--- src/rtl/rr_grant_ctrl.sv ---
// Round-robin grant controller sharing one 2-to-4 select decoder among four requesters.
// The winner is registered as a one-hot grant plus its binary index, which drives the
// decoder select. Every release passes through IDLE, so ownership never changes without
// at least one dead cycle.
module rr_grant_ctrl #(
  parameter int unsigned MAX_HOLD = 16,  // max consecutive grant cycles; 0 disables timeout
  parameter int unsigned CNT_W    = 4    // hold counter width, 2**CNT_W >= MAX_HOLD
) (
  input  logic       clk,
  input  logic       rst_n,
  input  logic [3:0] req,
  output logic [3:0] gnt,
  output logic [1:0] gnt_sel,
  output logic       gnt_valid,
  output logic       timeout
);

  typedef enum logic [0:0] {StIdle, StGrant} state_e;

  // The counter value seen on the last permitted grant cycle. MAX_HOLD=0 makes this
  // all-ones, but it is never used in that case.
  localparam logic [CNT_W-1:0] HoldLast  = CNT_W'(MAX_HOLD - 1);
  localparam logic [CNT_W-1:0] CntMax    = '1;
  localparam bit               TimeoutEn = (MAX_HOLD != 0);

  state_e           state_q;
  logic [1:0]       ptr_q;
  logic [CNT_W-1:0] hold_cnt_q;

  logic       win_found;
  logic [1:0] win_idx;
  logic [1:0] cand;
  logic       hold_last;

  // Search ptr, ptr+1, ptr+2, ptr+3; scanning downwards lets the highest priority win.
  always_comb begin
    win_found = 1'b0;
    win_idx   = ptr_q;
    cand      = ptr_q;
    for (int i = 3; i >= 0; i--) begin
      cand = ptr_q + 2'(i);
      if (req[cand]) begin
        win_found = 1'b1;
        win_idx   = cand;
      end
    end
  end

  // Forced release applies only when a timeout is configured.
  always_comb begin
    hold_last = TimeoutEn && (hold_cnt_q == HoldLast);
  end

  // Arbitration FSM with registered grant outputs.
  always_ff @(posedge clk or negedge rst_n) begin
    if (!rst_n) begin
      state_q    <= StIdle;
      gnt        <= '0;
      gnt_sel    <= '0;
      gnt_valid  <= 1'b0;
      timeout    <= 1'b0;
      ptr_q      <= '0;
      hold_cnt_q <= '0;
    end else begin
      timeout <= 1'b0;
      unique case (state_q)
        StIdle: begin
          if (win_found) begin
            state_q    <= StGrant;
            gnt        <= 4'b0001 << win_idx;
            gnt_sel    <= win_idx;
            gnt_valid  <= 1'b1;
            ptr_q      <= win_idx + 2'd1;
            hold_cnt_q <= '0;
          end
        end
        StGrant: begin
          if (!req[gnt_sel]) begin
            state_q   <= StIdle;
            gnt       <= '0;
            gnt_valid <= 1'b0;
          end else if (hold_last) begin
            state_q   <= StIdle;
            gnt       <= '0;
            gnt_valid <= 1'b0;
            timeout   <= 1'b1;
          end else if (hold_cnt_q != CntMax) begin
            // Saturate rather than wrap when no timeout is configured.
            hold_cnt_q <= hold_cnt_q + CNT_W'(1);
          end
        end
        default: state_q <= StIdle;
      endcase
    end
  end

  gnt_onehot_a: assert property (@(posedge clk) disable iff (!rst_n) $onehot0(gnt));
  gnt_valid_a:  assert property (@(posedge clk) disable iff (!rst_n) gnt_valid == |gnt);
  gnt_sel_a:    assert property (@(posedge clk) disable iff (!rst_n) gnt[gnt_sel] == gnt_valid);

endmodule
--- config.mk ---
export PLATFORM = sky130hd
export DESIGN_NAME = rr_grant_ctrl
export DESIGN_NICKNAME = d
export VERILOG_FILES = /design/src/rtl/rr_grant_ctrl.sv
export SDC_FILE = /design/constraint.sdc
export NUM_CORES = 1
export LEC_CHECK = 0
export ABC_CLOCK_PERIOD_IN_PS = 1760
export CAP_MARGIN = 10
export CORE_MARGIN = 2
export CORE_UTILIZATION = 28
export DETAILED_ROUTE_END_ITERATION = 10
export DONT_BUFFER_PORTS = 1
export GPL_TIMING_DRIVEN = 0
export PLACE_DENSITY = 0.4
export REMOVE_ABC_BUFFERS = 1
export SLEW_MARGIN = 20
export SYNTH_ARGS = -nofsm -noshare
export SYNTH_HDL_FRONTEND = slang
export SYNTH_SLANG_ARGS = --single-unit
--- constraint.sdc ---
create_clock -name clk -period 1.76 [get_ports clk]
set_clock_uncertainty 0.2 [all_clocks]
set_input_delay 0.264 -clock clk [delete_from_list [all_inputs] [get_ports clk]]
set_output_delay 0.264 -clock clk [all_outputs]
set_load 0.05 [all_outputs]
# Word-level counts from Yosys, hierarchy flattened
# Cells that the tools add are included.
# Widths: inputs -> output; s select.
# totals
reg_bits,15
in_bits,6
out_inout_bits,8
elab_cells,67
# classes
addsub,5
n_lt_le_gt_ge,5
eq_ne,7
n_shift,1
muxes,38
bitwise,1
reduce_logical,3
# ops
operator,n
$mux 4,7
$mux 1,18
$pmux 4 s2,2
$lt 2x3->1 const B,5
$bmux 1 s2,5
$mux 2,4
$add 2x1->2 const B,2
$add 2x2->2 const B,2
$add 4x1->4 const B,1
$eq 4x4->1 const B,1
$ne 2x1->1 const B,2
$ne 2x2->1 const B,2
$ne 4x4->1 const B,1
$pmux 1 s2,2
$reduce_and 2->1,2
$reduce_and 4->1,1
$shl 1x2->4 const A,1
$ne 3x3->1 const B,1
$not 1->1,1

# Logic depth before layout (Yosys ltp)
# Gate-level depths: netlist of run 1.
# logic_depth
word_depth,10
ltp_mapped,6
depth_no_buf,6

# Worst setup path before layout of run 1
# OpenSTA, ideal clock, no wires.
# synth_path
kind,reg-to-reg
startpoint,reg gnt_sel[1]
endpoint,reg gnt[3]
setup_ns,0.122
arrival_time_ns,1.615
t_required_ns,1.438
path_slack_ns,-0.176
path_stages_with_launch,6
path_buffers,0
synth_period_minus_slack_ns,1.936
cell_sequence,dfrtp_1 mux4_2 nand3_2 o21ai_2 nand2_1 o21ai_2
# synth_between
elab_chain_cells,4
word_cells_on_any_way,6
cone_classes,eq/ne (1); mux (4); reduce/logical (1)
# synth_lines
element,line_no,rtl
from (decl),13,"output logic [1:0] gnt_sel,"
from (signal assigned),71,gnt_sel <= win_idx;
$bmux 1 s2 *,78,if (!req[gnt_sel]) begin
$mux 1 (implied by the code) *,78,
$mux 4 or $ne 3x3->1 (tied branches),-,
$pmux 4 s2 or $reduce_and 2->1 (tied branches),-,
to (signal assigned),70,gnt <= 4'b0001 << win_idx;
to (decl),12,"output logic [3:0] gnt,"
# Every way passes the cells marked *; elsewhere a longest branch is shown, timed or not. The select of a mux whose other input is x is not followed.
# A chain may end at the register's enable or synchronous reset.

# Worst setup path after layout of run 1
# layout_path
startpoint,reg gnt_sel[1]
endpoint,reg hold_cnt_q[1]
# layout_between
elab_chain_cells,4
# layout_lines
element,line_no,rtl
$bmux 1 s2,78,
$mux 1 (implied by the code),78,
$ne 2x1->1 (no line),-,
$reduce_and 4->1 (no line),-,
to (signal assigned),89,hold_cnt_q <= hold_cnt_q + CNT_W'(1);
to (decl),28,logic [CNT_W-1:0] hold_cnt_q;
# No other way between the ends. The select of a mux whose other input is x is not followed.

==> results of run 1 <==
==> worst max-delay path, delay by kind of cell (launching register included) <==
kind / cells / cell delay (ps)
AOI/OAI and AO/OA: 1 / 80
buffers and inverters: 1 / 130
muxes: 1 / 600
DFF: 1 / 550
and+or+nand+nor: 2 / 210
==> cell usage in the layout, fill, tap and decap left out, types with 2 or more instances in the layout <==
| cell | count |
|---|---|
| o21ai_2 | 4 |
| dfrtp_1 | 12 |
| inv_1 | 3 |
| nor2_1 | 4 |
| nor2b_1 | 4 |
| nand2_1 | 15 |
| buf_4 | 4 |
| o211ai_1 | 2 |
| o21a_1 | 2 |
| clkbuf_4 | 3 |
| a21oi_1 | 3 |
| dfrtp_2 | 3 |
| nand3_1 | 3 |
| o21ai_1 | 4 |
| dlygate4sd3_1 | 2 |
| or2b_1 | 2 |
| o31ai_1 | 3 |
==> metrics by stage <==
stage / setup TNS [ps] / std cells
after global routing: -1570 / 121
after global placement: -2320 / 111
after detailed placement: -2530 / 111
after CTS: -840 / 119
after floorplan: -1170 / 80
final: -738 / 121
==> metal layers <==
| metal | track usage | vias up |
|---|---|---|
| li1 | - | 304 |
| met1 | 0.133 | 300 |
| met2 | 0.201 | 7 |
| met3 | 0.0385 | 2 |
| met4 | 0.0299 | 0 |
| met5 | 0 | - |
==> flip-flops by register name (all words and copies together), names as in the netlist <==
signal and count:
hold_cnt_q 4, gnt_sel 2, ptr_q 2, gnt 4
state_q 1, gnt_valid 1, timeout 1
==> path summary, 6_finish.rpt <==
kind,from,end,depth (start not counted)
worst max-delay path,gnt_sel[1]$_DFFE_PN0P_,hold_cnt_q[1]$_DFFE_PN0P_,5
max in group asynchronous,rst_n,gnt_sel[1]$_DFFE_PN0P_,1
worst min-delay path,req[3],ptr_q[1]$_DFFE_PN0P_,3
worst min register to register,hold_cnt_q[3]$_DFFE_PN0P_,hold_cnt_q[3]$_DFFE_PN0P_,1
worst max register to register,gnt_sel[1]$_DFFE_PN0P_,hold_cnt_q[1]$_DFFE_PN0P_,5
min in group asynchronous,rst_n,hold_cnt_q[1]$_DFFE_PN0P_,1
==> timing repair <==
item	CTS	global route
resized for setup	5	2
hold buffers	2	0
pin swaps	2	4
endpoints found under the setup margin	11	10
endpoints found under the hold margin	16	0
buffers inserted	2	2
==> cell families (layout without fill, tap and decap cells) <==
group	count (synthesis)	count (layout)	synth area share
multiplexers	2	2	0.0405
AO/OA/AOI/OAI	24	24	0.215
XOR/XNOR	1	1	0.0109
flip-flops	15	15	0.467
AND/OR/NAND/NOR	34	34	0.223
buffers and inverters	4	13	0.0280
adder cells (fa/ha/maj)	1	1	0.0156
==> area by class of cell <==
class | instances | area (um^2) | share of cell area
inverters | 3 | 11.3 | 0.0121
flip-flops and latches | 15 | 379 | 0.408
multi-input cells | 62 | 423 | 0.456
well taps | 31 | 38.8 | 0.0418
clock buffers | 4 | 26.3 | 0.0283
repair buffers | 6 | 50.0 | 0.0539
==> power breakdown <==
part           internal (mW)  switching (mW)  leakage, nW  total [mW]
clock                 0.0879           0.102       0.0150       0.190
sequential             0.483           0.435        0.188       0.918
combinational          0.306           0.324        0.181       0.630
total                  0.877           0.862        0.383        1.74
==> reports/results.md, run 1 <==
* 0.383 nW — standby leakage power
* 47.1 ps — worst hold slack after final layout
* 5.07 — via density per instance
* 0 — number of endpoints with negative hold slack in the final report
* clkbuf_4 — root buf cell
* 803 um^2 — mapped cell area
* flip-flop to flip-flop — critical path type
* 831 um^2 — Placed Area
* 928 um^2 — Post-Layout Inst Area
* 613 — total number of vias
* 0 — antenna violations before repair
* 614 — vias in the first global route
* 16 — maximum number of pins on one net before global-route repair
* 7 — crit-path max FO
* 0.467 — part of the Yosys area used for sequential elements
* 1270 um — DP HPWL
* 3 — CTS Buf Count
* 15 — flop and latch count out of synthesis
* 1870 ps — data arrival at the endpoint of the critical path
* 0 — Max-cap violations
* 1860 ps — Min Clock Period, post-route
* 689 um — met1 layer wirelength in the final routing
* dfrtp_1 — cell type with the highest aggregate area in the netlist
* 10 — # setup viols final
* -100 ps — R2R setup slack
* dfrtp_1 (47%), nand2_1 (7.5%), o21ai_2 (5.5%), nor2b_1 (3.1%), mux4_2 (2.8%) — main area contributors after synthesis
* 13.5 um — average wire length per cell after detail routing
* 0 — Port Buffers
* 600 ps — maximum cell stage delay along the critical path
* setup timing — violations in the final reports
* 2730 um^2 — Core Area
* 1.06 — period utilisation layout
* 80 ps — clock edge transition at the registers on the reported setup and hold paths
* 15.6% — area delta synth->final
* 869 um — met2 routed WL
* 1640 um — wire length reported by the detailed router
* 642 ps — actual slew at the worst max-slew pin
* 1870 nW/um^2 — power density normalized to cell area
* 2920 um — global-route wire length before repair
* done — clock tree from TritonCTS
* 81 — number of instances in the synthesized netlist
* 0 — number of synthesized flops with an enable pin
* 2 — clock buffer depth
* nand2_1 (16), dfrtp_1 (15), o21ai_2 (5), nor2_1 (4), nor2b_1 (4) — top cell types by occurrence after synthesis
* 1 — number of levels the H-tree was split into
* 0 — post-route antenna net violation count
* 57.6 um — die span in y
* 0 — Yosys Warn Count
* met4 — highest routed layer
* 15 — number of clock sinks
* 14 — total I/O pin count
* 28 — Distinct cells, synth
* 277 — FILL cells
* 3310 um^2 — total die area
* 0 — final-report max-slew violation count
* 0 — global route overflow
* -325 ps — worst setup slack before clock tree synthesis
* 0 — number of DRC violations after detailed routing
* 19 — std cell rows
* flip-flop — kind of launch point of the worst setup path
* 536 MHz — highest attainable clock frequency
* 98 — Final #Nets
* input pin to flip-flop — worst hold path class
* 0 — # diodes
* 0.267 — proportion of layout cells with a drive suffix above 1
* 0.340 — post-route core utilization
* 280 ps — Worst-Skew Late Latency
* yes — RSZ-0062 raised after global routing
* 8 — DR iter-0 viols
* mux4_2 — CP max-delay cell
* 0.294 — effective utilization at floorplan
* 3 — Pre-antenna DRT Iters
* dfrtp_1 — most used flip-flop cell after synthesis
* mux4_2, nand3_4, buf_4, nand3_1, o21ai_1 — worst-path cell chain
* 0.467 — Yosys top cell area share
* 1.74 mW — total chip power
* 9.92 um^2 — average instance area after synthesis
* 61 um — wire length on met3
* 57.6 um — horizontal die dimension
* -105 ps — setup slack of the critical path after layout
* flip-flop — type of element capturing the critical path
* 1.00 — ys async rst share
* 0.115 — all-layer global routing usage
* 0.747 — Placer Congestion
* 0.571 — Slew headroom
* complete, but fails checks — outcome
* nand2_1 — most frequently used cell type in the post-synthesis netlist
* 0.000933 V — Worst VDD drop
* 1770 ps — Req. time, crit path
No activity file was read; power rests on OpenSTA's default activity.
==> run 2, diff against run 1 <==
--- a/config.mk
+++ b/config.mk
@@ -5,7 +5,7 @@
 export SDC_FILE = /design/constraint.sdc
 export NUM_CORES = 1
 export LEC_CHECK = 0
-export ABC_CLOCK_PERIOD_IN_PS = 1760
+export ABC_CLOCK_PERIOD_IN_PS = 2320
 export CAP_MARGIN = 10
 export CORE_MARGIN = 2
 export CORE_UTILIZATION = 28
==> constraint.sdc (replaced) <==
create_clock -name clk -period 2.32 [get_ports clk]
set_clock_uncertainty 0.2 [all_clocks]
set_input_delay 0.348 -clock clk [delete_from_list [all_inputs] [get_ports clk]]
set_output_delay 0.348 -clock clk [all_outputs]
set_load 0.05 [all_outputs]
==> reports/results.md, run 2 (synthesis gave the netlist of run 1 again) <==
* finished clean — outcome
* 1610 um — wire length reported by the detailed router
* input pin to flip-flop — worst hold path class
* 2 — clock buffer depth
* 280 ps — Worst-Skew Late Latency
* 0 — number of endpoints with negative hold slack in the final report
* nand2_1 — commonest non-fill, non-tap cell in the layout
* 1.23 mW — total chip power
* nand2_1 (16), dfrtp_1 (15), o21ai_2 (5), nor2_1 (4), nor2b_1 (4) — highest-count cells in the layout ignoring fill and taps
* 0 — global route overflow
* 0 — # setup viols final
* 16 — maximum number of pins on one net before global-route repair
* 0.359 nW — standby leakage power
* flip-flop — kind of launch point of the worst setup path
* 0 — post-route antenna net violation count
* 0 ps — Setup Total Neg Slack
* flip-flop to flip-flop — critical path type
* 3310 um^2 — total die area
* 0.897 — period utilisation layout
* 93 — Final #Nets
* 2730 um^2 — Core Area
* 19 — std cell rows
* 626 uW — power spent charging and discharging nets
* 0 — number of gates resized after CTS
* 0.560 — Reg power frac
* 8 — crit-path max FO
* 4 — Pre-antenna DRT Iters
* 2290 ps — Req. time, crit path
* flip-flop — type of element capturing the critical path
* 0 — # diodes
* 14 — total I/O pin count
* gnt x4, hold_cnt_q x4 — Regs by FF count
* 1420 nW/um^2 — power density normalized to cell area
* 0.118 — relative contribution of the clock network to total power
* 1270 um — DP HPWL
* 57.6 um — horizontal die dimension
* 2050 ps — data arrival at the endpoint of the critical path
* 7.94% — area delta synth->final
* 282 — FILL cells
* 613 — vias in the first global route
* 1 — number of levels the H-tree was split into
* 0.112 — all-layer global routing usage
* clkbuf_4 — root buf cell
* 0 — Max-cap violations
* 15 — number of clock sinks
* 0 — final-report max-slew violation count
* 0.294 — effective utilization at floorplan
* 0.000697 V — Worst VDD drop
* 0 — antenna violations before repair
* 0.188 — proportion of layout cells with a drive suffix above 1
* done — clock tree from TritonCTS
* 13.8 um — average wire length per cell after detail routing
* 0.509 — share of total power consumed by net switching
* 0.322 — relative contribution of combinational cells to total power
* 0 — Port Buffers
* 604 uW — Pint
* 647 ps — actual slew at the worst max-slew pin
* 0 — number of DRC violations after detailed routing
* 57.6 um — die span in y
* 2080 ps — Min Clock Period, post-route
* 405 um^2 — area taken by multi-input logic gates
* 9 — DR iter-0 viols
* no — RSZ-0062 raised after global routing
* 80 ps — clock edge transition at the registers on the reported setup and hold paths
* 3 — CTS Buf Count
* 480 MHz — highest attainable clock frequency
* 2880 um — global-route wire length before repair
* 375 um^2 — Seq. cell area
* 596 — total number of vias
* 5.14 — via density per instance
* 0.747 — Placer Congestion
* 0.568 — Slew headroom
run 2: what timing repair did:
action                                 CTS  global route
endpoints found under the hold margin   15             0
setup buffers                            0             0
hold buffers                             1             0
run 2: path summary, 6_finish.rpt:
check	from	endpoint	slack [ps]	cells after the start
worst max-delay path	gnt_sel[1]$_DFFE_PN0P_	gnt[3]$_DFFE_PN0P_	240	5
worst min-delay path	req[2]	hold_cnt_q[0]$_DFFE_PN0P_	50	3
worst max register to register	gnt_sel[1]$_DFFE_PN0P_	gnt[3]$_DFFE_PN0P_	240	5
worst min register to register	hold_cnt_q[3]$_DFFE_PN0P_	hold_cnt_q[3]$_DFFE_PN0P_	300	1
max in group asynchronous	rst_n	gnt[3]$_DFFE_PN0P_	1180	1
min in group asynchronous	rst_n	gnt_sel[1]$_DFFE_PN0P_	330	1
run 2: critical path: stages, from the launching register on:
cell     delay [ps]
dfrtp_1         690
mux4_2          620
nand3_2         180
o21ai_2         130
nand2_1         100
o21ai_2          50
run 2: layout make-up:
cell class / instances / share of cell area
Sequential cell: 15 / 0.433
Clock buffer: 4 / 0.0303
Inverter: 3 / 0.0130
Multi-Input combinational cell: 62 / 0.468
Tap cell: 31 / 0.0447
Timing Repair Buffer: 1 / 0.0115
run 2: per-stage QoR:
step           hold WS [ps]  cells  utilization  area (um^2)  setup slack, ps
6_report               45.8    116        0.317          867              239
2_1_floorplan          -148     80            -          792              384
4_1_cts                38.0    116        0.317          867              213
3_3_place_gp           -147    111        0.304          831              248
3_5_place_dp           -147    111        0.304          831              235
5_1_grt                39.9    116        0.317          867              117
run 2: power groups by stage:
stage	sequential (mW)	clock, mW	combinational, mW
3_5_place_dp	0.699	0	0.397
3_3_place_gp	0.696	0	0.387
5_1_grt	0.707	0.165	0.456
4_1_cts	0.692	0.152	0.406
2_1_floorplan	0.663	0	0.332
6_report	0.688	0.145	0.396
run 2: routing by layer:
metal  global-route usage  part of all wire
met1                0.125              0.42
met2                0.201              0.53
met3               0.0385             0.039
met4               0.0299             0.010
met5                    0                 0
